**config.mk**
```make
export PLATFORM = sky130hd
export DESIGN_NAME = segled_scan_flat
export DESIGN_NICKNAME = d
export VERILOG_FILES = /design/src/rtl/segled_pkg.sv /design/src/rtl/segled_scan_if.sv /design/src/rtl/segled_hex7.sv /design/src/rtl/segled_scan.sv /design/src/flat_wrapper.sv
export SDC_FILE = /design/constraint.sdc
export NUM_CORES = 1
export LEC_CHECK = 0
export ABC_AREA = 1
export CAP_MARGIN = 30
export CORE_MARGIN = 2
export CORE_UTILIZATION = 56
export DETAILED_ROUTE_END_ITERATION = 10
export HOLD_SLACK_MARGIN = 0.12
export PLACE_DENSITY = 0.79
export SYNTH_ARGS = -nofsm -noshare
export SYNTH_HDL_FRONTEND = slang
export SYNTH_SLANG_ARGS = --single-unit
```
**constraint.sdc**
```tcl
create_clock -name clk -period 4.8 [get_ports clk]
set_input_delay 0.72 -clock clk [delete_from_list [all_inputs] [get_ports clk]]
set_output_delay 0.72 -clock clk [all_outputs]
set_load 0.005 [all_outputs]
```
**src/rtl/segled_pkg.sv**
```systemverilog
// Shared definitions for the multiplexed seven-segment scanner: register map,
// scan FSM encoding and CTRL field positions.
package segled_pkg;

  localparam int unsigned ADDR_DATA = 0;
  localparam int unsigned ADDR_CTRL = 1;
  localparam int unsigned ADDR_DIV  = 2;

  localparam int CTRL_EN_LSB  = 0;
  localparam int CTRL_DP_LSB  = 8;
  localparam int CTRL_GEN_BIT = 16;

  typedef enum logic [1:0] {
    ST_IDLE  = 2'd0,
    ST_SHOW  = 2'd1,
    ST_BLANK = 2'd2
  } state_t;

endpackage

```
**src/rtl/segled_scan_if.sv**
```systemverilog
// Write-only peripheral bus shared with the other segment-display registers.
interface segled_scan_if #(
  parameter int ADDRESS_WIDTH = 5
);
  logic                     wr;
  logic [ADDRESS_WIDTH-1:0] waddr;
  logic [31:0]              wdata;

  modport master (output wr, waddr, wdata);
  modport slave  (input  wr, waddr, wdata);
endinterface

```
**src/rtl/segled_hex7.sv**
```systemverilog
// Combinational hex nibble to seven-segment decoder, bit order {g,f,e,d,c,b,a}.
module segled_hex7 (
  input  logic [3:0] nibble,
  output logic [6:0] seg
);
  always_comb begin
    seg = 7'h00;
    case (nibble)
      4'h0: seg = 7'h3F;
      4'h1: seg = 7'h06;
      4'h2: seg = 7'h5B;
      4'h3: seg = 7'h4F;
      4'h4: seg = 7'h66;
      4'h5: seg = 7'h6D;
      4'h6: seg = 7'h7D;
      4'h7: seg = 7'h07;
      4'h8: seg = 7'h7F;
      4'h9: seg = 7'h6F;
      4'hA: seg = 7'h77;
      4'hB: seg = 7'h7C;
      4'hC: seg = 7'h39;
      4'hD: seg = 7'h5E;
      4'hE: seg = 7'h79;
      4'hF: seg = 7'h71;
      default: seg = 7'h00;
    endcase
  end
endmodule

```
**src/rtl/segled_scan.sv**
```systemverilog
// Time-multiplexed seven-segment controller: register file, scan FSM with a
// programmable dwell and blanking gap, and registered pin drivers.
module segled_scan
  import segled_pkg::*;
#(
  parameter int          ADDRESS_WIDTH = 5,
  parameter int          DIGITS        = 8,
  parameter logic [15:0] DIV_RESET     = 16'd49999,
  parameter int          BLANK_CYCLES  = 2
) (
  input  logic              clk,
  input  logic              rstn,
  segled_scan_if.slave      bus,
  output logic [7:0]        seg_pin,
  output logic [DIGITS-1:0] dig_sel
);

  localparam logic [15:0] BLANK_LAST = 16'(BLANK_CYCLES - 1);
  localparam logic [2:0]  IDX_LAST   = 3'(DIGITS - 1);

  logic [31:0] data_q;
  logic [7:0]  en_q;
  logic [7:0]  dp_q;
  logic        gen_q;
  logic [15:0] div_q;

  logic wr_data, wr_ctrl, wr_div;

  assign wr_data = bus.wr && (bus.waddr == ADDRESS_WIDTH'(ADDR_DATA));
  assign wr_ctrl = bus.wr && (bus.waddr == ADDRESS_WIDTH'(ADDR_CTRL));
  assign wr_div  = bus.wr && (bus.waddr == ADDRESS_WIDTH'(ADDR_DIV));

  always_ff @(posedge clk or negedge rstn) begin
    if (!rstn) begin
      data_q <= 32'h0;
      en_q   <= 8'hFF;
      dp_q   <= 8'h00;
      gen_q  <= 1'b0;
      div_q  <= DIV_RESET;
    end else begin
      if (wr_data) data_q <= bus.wdata;
      if (wr_ctrl) begin
        en_q  <= bus.wdata[CTRL_EN_LSB +: 8];
        dp_q  <= bus.wdata[CTRL_DP_LSB +: 8];
        gen_q <= bus.wdata[CTRL_GEN_BIT];
      end
      if (wr_div) div_q <= bus.wdata[15:0];
    end
  end

  state_t            state, state_nx;
  logic [2:0]        idx, idx_nx;
  logic [15:0]       cnt, cnt_nx;
  logic [3:0]        nibble;
  logic [6:0]        hex_seg;
  logic [7:0]        seg_nx;
  logic [DIGITS-1:0] dig_nx;

  assign nibble = data_q[{idx, 2'b00} +: 4];

  segled_hex7 u_hex7 (
    .nibble (nibble),
    .seg    (hex_seg)
  );

  // cnt doubles as the dwell counter in SHOW and the gap counter in BLANK
  always_comb begin
    state_nx = state;
    idx_nx   = idx;
    cnt_nx   = cnt;
    seg_nx   = 8'h00;
    dig_nx   = '0;
    if (!gen_q) begin
      state_nx = ST_IDLE;
      idx_nx   = 3'd0;
      cnt_nx   = 16'd0;
    end else begin
      case (state)
        ST_IDLE: begin
          state_nx = ST_SHOW;
          cnt_nx   = 16'd0;
        end
        ST_SHOW: begin
          if (cnt >= div_q) begin
            state_nx = ST_BLANK;
            cnt_nx   = 16'd0;
          end else begin
            cnt_nx = cnt + 16'd1;
          end
        end
        ST_BLANK: begin
          if (cnt >= BLANK_LAST) begin
            state_nx = ST_SHOW;
            cnt_nx   = 16'd0;
            idx_nx   = (idx == IDX_LAST) ? 3'd0 : idx + 3'd1;
          end else begin
            cnt_nx = cnt + 16'd1;
          end
        end
        default: state_nx = ST_IDLE;
      endcase
    end
    // a masked digit keeps its slot but never drives its select line
    if (state == ST_SHOW) begin
      seg_nx = {dp_q[idx], hex_seg};
      if (en_q[idx]) dig_nx = DIGITS'(1) << idx;
    end
  end

  always_ff @(posedge clk or negedge rstn) begin
    if (!rstn) begin
      state   <= ST_IDLE;
      idx     <= 3'd0;
      cnt     <= 16'd0;
      seg_pin <= 8'h00;
      dig_sel <= '0;
    end else begin
      state   <= state_nx;
      idx     <= idx_nx;
      cnt     <= cnt_nx;
      seg_pin <= seg_nx;
      dig_sel <= dig_nx;
    end
  end

endmodule

```
**src/flat_wrapper.sv**
```systemverilog
// flat-port wrapper written by rule: the top's interface ports become plain ports
module segled_scan_flat import segled_pkg::*;
#(
  parameter int          ADDRESS_WIDTH = 5,
  parameter int          DIGITS        = 8,
  parameter logic [15:0] DIV_RESET     = 16'd49999,
  parameter int          BLANK_CYCLES  = 2
)
  (clk, rstn, seg_pin, dig_sel, bus_wr, bus_waddr, bus_wdata);
  segled_scan_if #(.ADDRESS_WIDTH(ADDRESS_WIDTH)) bus_i ();
  input  logic clk;
  input  logic rstn;
  output logic [7:0] seg_pin;
  output logic [DIGITS-1:0] dig_sel;
  input wire logic [$bits(bus_i.wr)-1:0] bus_wr;
  input wire logic [$bits(bus_i.waddr)-1:0] bus_waddr;
  input wire logic [$bits(bus_i.wdata)-1:0] bus_wdata;
  assign bus_i.wr = bus_wr;
  assign bus_i.waddr = bus_waddr;
  assign bus_i.wdata = bus_wdata;
  segled_scan #(.ADDRESS_WIDTH(ADDRESS_WIDTH), .DIGITS(DIGITS), .DIV_RESET(DIV_RESET), .BLANK_CYCLES(BLANK_CYCLES)) u_core (.clk(clk), .rstn(rstn), .bus(bus_i), .seg_pin(seg_pin), .dig_sel(dig_sel));
endmodule
```
==> results of run 1 <==
-- per-stage QoR --
step / area [um^2] / power, mW
finish: 6390 / 2.37
global route: 6390 / 2.53
CTS: 6360 / 2.37
detailed placement: 6150 / 1.80
global placement: 6130 / 1.77
floorplan: 5550 / 1.60
-- where the power goes --
group          switching (mW)  leakage, nW  internal [mW]
clock network           0.301        0.103          0.273
logic                   0.422         1.74          0.280
registers              0.0836         1.31           1.01
-- layout by cell type, fill, tap and decap left out, types with 2 or more instances in the layout --
cell and count:
a21oi_1 11, o21ai_0 77, dfstp_2 17, o22ai_1 4, nor2_4 2, nand3_2 6
nor2_1 69, nand3_1 29, nand2_1 175, buf_4 4, clkbuf_8 11, clkdlybuf4s50_1 54
ha_1 34, inv_6 2, o21ai_1 3, inv_2 5, mux2_2 14, nor3_1 10
nor2_2 2, a31oi_1 2, nand2_4 3, nand3b_1 2, inv_1 75, xor2_1 2
dfrtp_1 85, nand4_1 7, nand2_2 4, nor3_2 2
-- synthesized netlist by cell type (all sizes together) --
cell type	count	share of area, %
a21oi	12	1.1
a31o	1	0.16
a31oi	2	0.23
buf	12	2.0
clkbuf	11	0.81
clkinv	1	0.068
dfrtp	85	38
dfstp	17	8.0
ha	34	7.7
inv	82	5.7
mux2	14	2.8
nand2	182	13
nand3	35	3.7
nand3b	2	0.27
nand4	7	0.79
nor2	73	5.3
nor3	12	1.3
nor3b	1	0.23
nor4	1	0.11
o21ai	80	7.2
o21bai	1	0.14
o22ai	4	0.45
o31ai	1	0.14
or2	1	0.11
xnor2	1	0.16
xor2	2	0.32
-- routing by layer --
layer  GRT usage (%)  up-vias  share of wire (%)
met5               0        -                  0
met4            8.40        0                1.6
met2            37.9      125                 48
met3            3.21       14                4.5
li1                -     2241                  -
met1            31.8     2149                 46
-- registers in the layout, indices dropped and copies added, names as in the netlist --
name and cells:
u_core.cnt 16, u_core.data_q 32, u_core.dig_sel 8, u_core.div_q 16, u_core.dp_q 8, u_core.en_q 8
u_core.gen_q 1, u_core.idx 3, u_core.seg_pin 8, u_core.state 2
-- layout make-up --
| type | instances | area [um^2] | share of cell area (%) |
|---|---|---|---|
| clock inverters | 4 | 55.1 | 0.862 |
| flip-flops and latches | 102 | 2570 | 40.3 |
| repair buffers | 60 | 613 | 9.60 |
| multi-input cells | 466 | 2500 | 39.2 |
| inverters | 83 | 319 | 5.00 |
| clock buffers | 12 | 155 | 2.43 |
| well taps | 133 | 166 | 2.61 |
-- how the worst max path moves through the flow --
stage	startpoint	end	slack, ns
after floorplan	u_core.idx[0]	u_core.seg_pin[3]	3.04
after global placement	bus_waddr[4]	u_core.data_q[20]	1.96
after detailed placement	bus_waddr[1]	u_core.data_q[20]	1.88
after CTS	bus_waddr[1]	u_core.data_q[20]	2.25
after global routing	u_core.idx[0]	u_core.seg_pin[6]	2.21
final	u_core.idx[0]	u_core.seg_pin[3]	2.44
-- cell families (layout without fill, tap and decap cells) --
kind of cell	after synthesis	count (layout)	synth area share, %
muxes	14	14	2.84
AOI/OAI and AO/OA	101	101	9.47
DFF	102	102	46.4
xor gates and xnor gates	3	3	0.473
buffers and inverters	106	159	8.52
adders and majority gates	34	34	7.66
and+or+nand+nor	314	314	24.7
==> results.sh, run 1 <==
export IMPL_status="finished clean"
export IMPL_gp_congestion=0.873
export IMPL_grt_ovfl_total=0
export IMPL_worstReg2RegStart="u_core.idx[0]"
export IMPL_worst_slack_ns=2.44
export IMPL_cp_start_kind="flop"
export IMPL_max_stage_delay_ns=0.68
export IMPL_grt_pass1_wl_um=20300
export IMPL_ctsHoldBuffers=0
export IMPL_cp_depth=13
export IMPL_synth_cell_types=41
export IMPL_dp_cells=843
export IMPL_syn_nets=748
export IMPL_slew_headroom_pct=29.9
export IMPL_arrival_ns=2.64
export IMPL_r2r_cells=13
export IMPL_power_static_leakage_nw=3.15
export IMPL_critical_path_class="flop to flop"
export IMPL_route_detailed_drc=0
export IMPL_die_h_um=104
export IMPL_fmax_mhz=424
export IMPL_path_buf_inv=2
export IMPL_reg2reg_slack_ns=2.44
export IMPL_ctsLongestPathBuffers=2
export IMPL_dieArea_um2=10700
export IMPL_die_w_um=104
export IMPL_crit_slowest_cell="dfrtp_1"
export IMPL_avgViaCountPerCell=5.27
export IMPL_ant_nets=0
export IMPL_drt_iter0_drc=295
export IMPL_antenna_found_initial=0
export IMPL_fill_cells=796
export IMPL_cellPowerDensity_nw_per_um2=371
export IMPL_tightest_slew_ns=1.05
export IMPL_skew_ns=0.0103
export IMPL_rsz0062_at_grt="no"
export IMPL_coreArea_um2=9680
export IMPL_max_cap_violations=0
export IMPL_initial_core_util_pct=57.3
export IMPL_avgSynthCellArea_um2=8.23
export IMPL_wire_per_inst_um=13.7
export IMPL_end_kind="flop"
export IMPL_hpwlAfterDp_um=8480
export IMPL_cts_tree="yes"
export IMPL_routed_wl_um=11800
export IMPL_r2r_end="u_core.seg_pin[3]"
export IMPL_cts_resized=0
export IMPL_cts_setup_buffers=0
export IMPL_drv_slew=0
export IMPL_finalCriticalPeriod_ns=2.36
export IMPL_hold_violations=0
export IMPL_clkSlewWorstSetupHoldPaths_ns=0.10
export IMPL_finalNonFillerCells=860
export IMPL_insertion_delay_ns=0.38
export IMPL_finalCritPeriodShare_pct=49.1
export IMPL_place_ws_ns=1.88
export IMPL_fin_nets=796
export IMPL_fin_util_pct=65.9
export IMPL_syn_to_final_growth_pct=15.1
export IMPL_portBuffers=55
export IMPL_antenna_cells=0
export IMPL_synth_ff_latch_count=102
export IMPL_grt_usage_pct=23.2
export IMPL_cts_num_sinks=102
export IMPL_ys_warn_count=0
export IMPL_syn_inst=674
export IMPL_h_tree_depth=3
export IMPL_cts_buffers=9
export IMPL_cts_root_buf="clkbuf_8"
export IMPL_path_common_cell="nand2_1"
export IMPL_seq_area_frac_synth_pct=46.4
export IMPL_crit_family="simple AND/OR/NAND/NOR gates"
export IMPL_vias=4529
export IMPL_firstDrtPassIters=7
export IMPL_setup_tns_ns=0
export IMPL_hold_ws_ns=0.461
export IMPL_drive_above_1_share_pct=11.1
export IMPL_cp_required_ns=5.08
export IMPL_crit_chain="buf_4 > nor2_1 > nor2_1 > o21ai_0 > nand2_1 > nand2_1 > nand2_1 > inv_1 > ha_1 > nand2_1 > nand2_1 > nor2_1 > nor2_1"
export IMPL_vdd_drop_max_mv=0.244
export IMPL_setup_viol_count_final=0
export IMPL_critPathMaxFanout=18
export IMPL_grt_start_max_net_pins=73
export IMPL_ioPinCount=56
export IMPL_rows=36
export IMPL_hold_path_class="input port to async pin"
export IMPL_synth_area_um2=5550
export IMPL_grt_pass1_vias=4339
Power figures use the tool's default switching activity.
==> run 2: changes to the inputs <==
--- a/config.mk
+++ b/config.mk
@@ -8,10 +8,10 @@
 export ABC_AREA = 1
 export CAP_MARGIN = 30
 export CORE_MARGIN = 2
-export CORE_UTILIZATION = 56
+export CORE_UTILIZATION = 52
 export DETAILED_ROUTE_END_ITERATION = 10
 export HOLD_SLACK_MARGIN = 0.12
-export PLACE_DENSITY = 0.79
+export PLACE_DENSITY = 0.77
 export SYNTH_ARGS = -nofsm -noshare
 export SYNTH_HDL_FRONTEND = slang
 export SYNTH_SLANG_ARGS = --single-unit
==> constraint.sdc (replaced) <==
create_clock -name clk -period 1.9 [get_ports clk]
set_input_delay 0.285 -clock clk [delete_from_list [all_inputs] [get_ports clk]]
set_output_delay 0.285 -clock clk [all_outputs]
set_load 0.005 [all_outputs]
==> run 2 against run 1 <==
- setup slack worse by 2.4 ns
- count of clock-buffer cells in the layout down 2
- global-route usage about the same
- sequential cell count unchanged
- combinational power rose to 3.2 times the previous value
- clock power up 130%
- final cell count up 3.7%
- total power rose to 2.7 times the previous value
- die area up 7.4%
- via count up 4.8%
- worst hold slack worse by 0.048 ns
- critical endpoint is now u_core.state[0]
- largest cell class is now multi-input combinational cells
- highest routed layer unchanged
==> results.sh, run 2 (synthesized netlist as in run 1, its figures left out) <==
export IMPL_grt_start_max_net_pins=51
export IMPL_route_detailed_drc=0
export IMPL_layout_common_cells="nand2_1, dfrtp_1, inv_1"
export IMPL_hold_violations=0
export IMPL_power_static_leakage_nw=3.31
export IMPL_ctsLongestPathBuffers=2
export IMPL_drt_iter0_drc=298
export IMPL_die_h_um=107
export IMPL_power_mw=6.30
export IMPL_routed_top_layer="met4"
export IMPL_drv_slew=0
export IMPL_end_kind="flop"
export IMPL_hold_ws_ns=0.414
export IMPL_skew_ns=0.00976
export IMPL_fin_nets=825
export IMPL_fin_util_pct=65.8
export IMPL_routed_wl_um=13000
export IMPL_fmax_mhz=540
export IMPL_initial_core_util_pct=53.8
export IMPL_cts_buffers=9
export IMPL_grt_pass1_vias=4393
export IMPL_cp_start_kind="flop"
export IMPL_gp_congestion=0.854
export IMPL_hold_path_class="input port to async pin"
export IMPL_cts_root_buf="clkbuf_8"
export IMPL_arrival_ns=2.13
export IMPL_syn_to_final_growth_pct=22.3
export IMPL_cellPowerDensity_nw_per_um2=927
export IMPL_top_register="u_core.data_q"
export IMPL_grt_ovfl_total=0
export IMPL_reg2reg_slack_ns=0.05
export IMPL_cp_required_ns=2.18
export IMPL_rows=37
export IMPL_finalCriticalPeriod_ns=1.85
export IMPL_largest_register_ff_count=32
export IMPL_ioPinCount=56
export IMPL_cts_num_sinks=102
export IMPL_wl_met3_um=647
export IMPL_finalCritPeriodShare_pct=97.4
export IMPL_ant_nets=0
export IMPL_wire_per_inst_um=14.6
export IMPL_critPathMaxFanout=4
export IMPL_worst_slack_ns=0.0486
export IMPL_vias=4748
export IMPL_worstReg2RegStart="u_core.div_q[14]"
export IMPL_antenna_found_initial=0
export IMPL_fill_cells=821
export IMPL_r2r_end="u_core.state[0]"
export IMPL_clkSlewWorstSetupHoldPaths_ns=0.10
export IMPL_critical_path_class="flop to flop"
export IMPL_rsz0062_at_grt="yes"
export IMPL_avgViaCountPerCell=5.32
export IMPL_slew_headroom_pct=64.2
export IMPL_r2r_cells=10
export IMPL_top_regs="u_core.data_q x32, u_core.cnt x16, u_core.div_q x16"
export IMPL_grt_pass1_wl_um=20900
export IMPL_status="finished clean"
export IMPL_place_ws_ns=-0.0290
export IMPL_antenna_cells=0
export IMPL_setup_viol_count_final=0
export IMPL_wl_met1_um=5750
export IMPL_max_cap_violations=0
export IMPL_die_w_um=107
export IMPL_insertion_delay_ns=0.39
export IMPL_cts_tree="yes"
export IMPL_hpwlAfterDp_um=9260
export IMPL_grt_usage_pct=23.1
export IMPL_met2_length_um=6320
export IMPL_tightest_slew_ns=0.537
export IMPL_h_tree_depth=3
export IMPL_firstDrtPassIters=5
export IMPL_drive_above_1_share_pct=18.0
export IMPL_vdd_drop_max_mv=0.517
export IMPL_portBuffers=55
export IMPL_dieArea_um2=11500
export IMPL_coreArea_um2=10300
export IMPL_final_common_cell="nand2_1"
[run 2: critical path: stages, from the launching register on]
cell	delay (ns)
dfstp_2	0.54
inv_1	0.04
ha_1	0.28
nand2_2	0.09
o21bai_1	0.11
nand2_1	0.10
a21oi_4	0.18
nand2_8	0.12
buf_6	0.14
nand4_1	0.06
nand2_1	0.06
[run 2: per-layer routing]
layer,global-route usage (%),vias to the layer above
li1,-,2305
met1,31.8,2265
met5,0,-
met2,37.0,157
met4,9.37,0
met3,3.45,21
[run 2: what timing repair did]
item                                    CTS  global route
gates cloned                              0             2
pin swaps                                 0            13
gates resized for setup                   1            48
endpoints found under the setup margin    3            25
buffers inserted                          0            10
hold buffers                              1             0
endpoints found under the hold margin    27             0
[run 2: how the worst max path moves through the flow]
stage,slack (ns),startpoint,end
finish,0.05,u_core.div_q[14],u_core.state[0]
global route,-0.07,u_core.idx[0],u_core.seg_pin[3]
CTS,0.03,u_core.div_q[6],u_core.cnt[7]
detailed placement,-0.03,u_core.idx[0],u_core.seg_pin[3]
global placement,0.12,u_core.idx[0],u_core.seg_pin[2]
floorplan,0.14,u_core.idx[0],u_core.seg_pin[3]
[run 2: area by class of cell]
class                      count  area, um^2  area share [%]
multi-input combinational    468        2710            39.9
sequential                   102        2580            37.9
clock inverter                 6        55.1           0.811
clock buffer                  10         128            1.88
tap                          136         170            2.51
timing repair buffer          87         836            12.3
inverter                      83         319            4.70
[run 2: power breakdown]
part / internal [mW] / switching [mW]
combinational: 0.942 / 1.27
sequential: 2.55 / 0.212
clock: 0.502 / 0.823
total: 3.99 / 2.30
[run 2: through the flow]
step	cells	cell area (um^2)	setup TNS, ns
after floorplan	674	5550	0
after global placement	863	6310	0
after detailed placement	863	6310	-0.0372
after CTS	880	6500	0
after global routing	892	6790	-0.242
final	892	6790	0
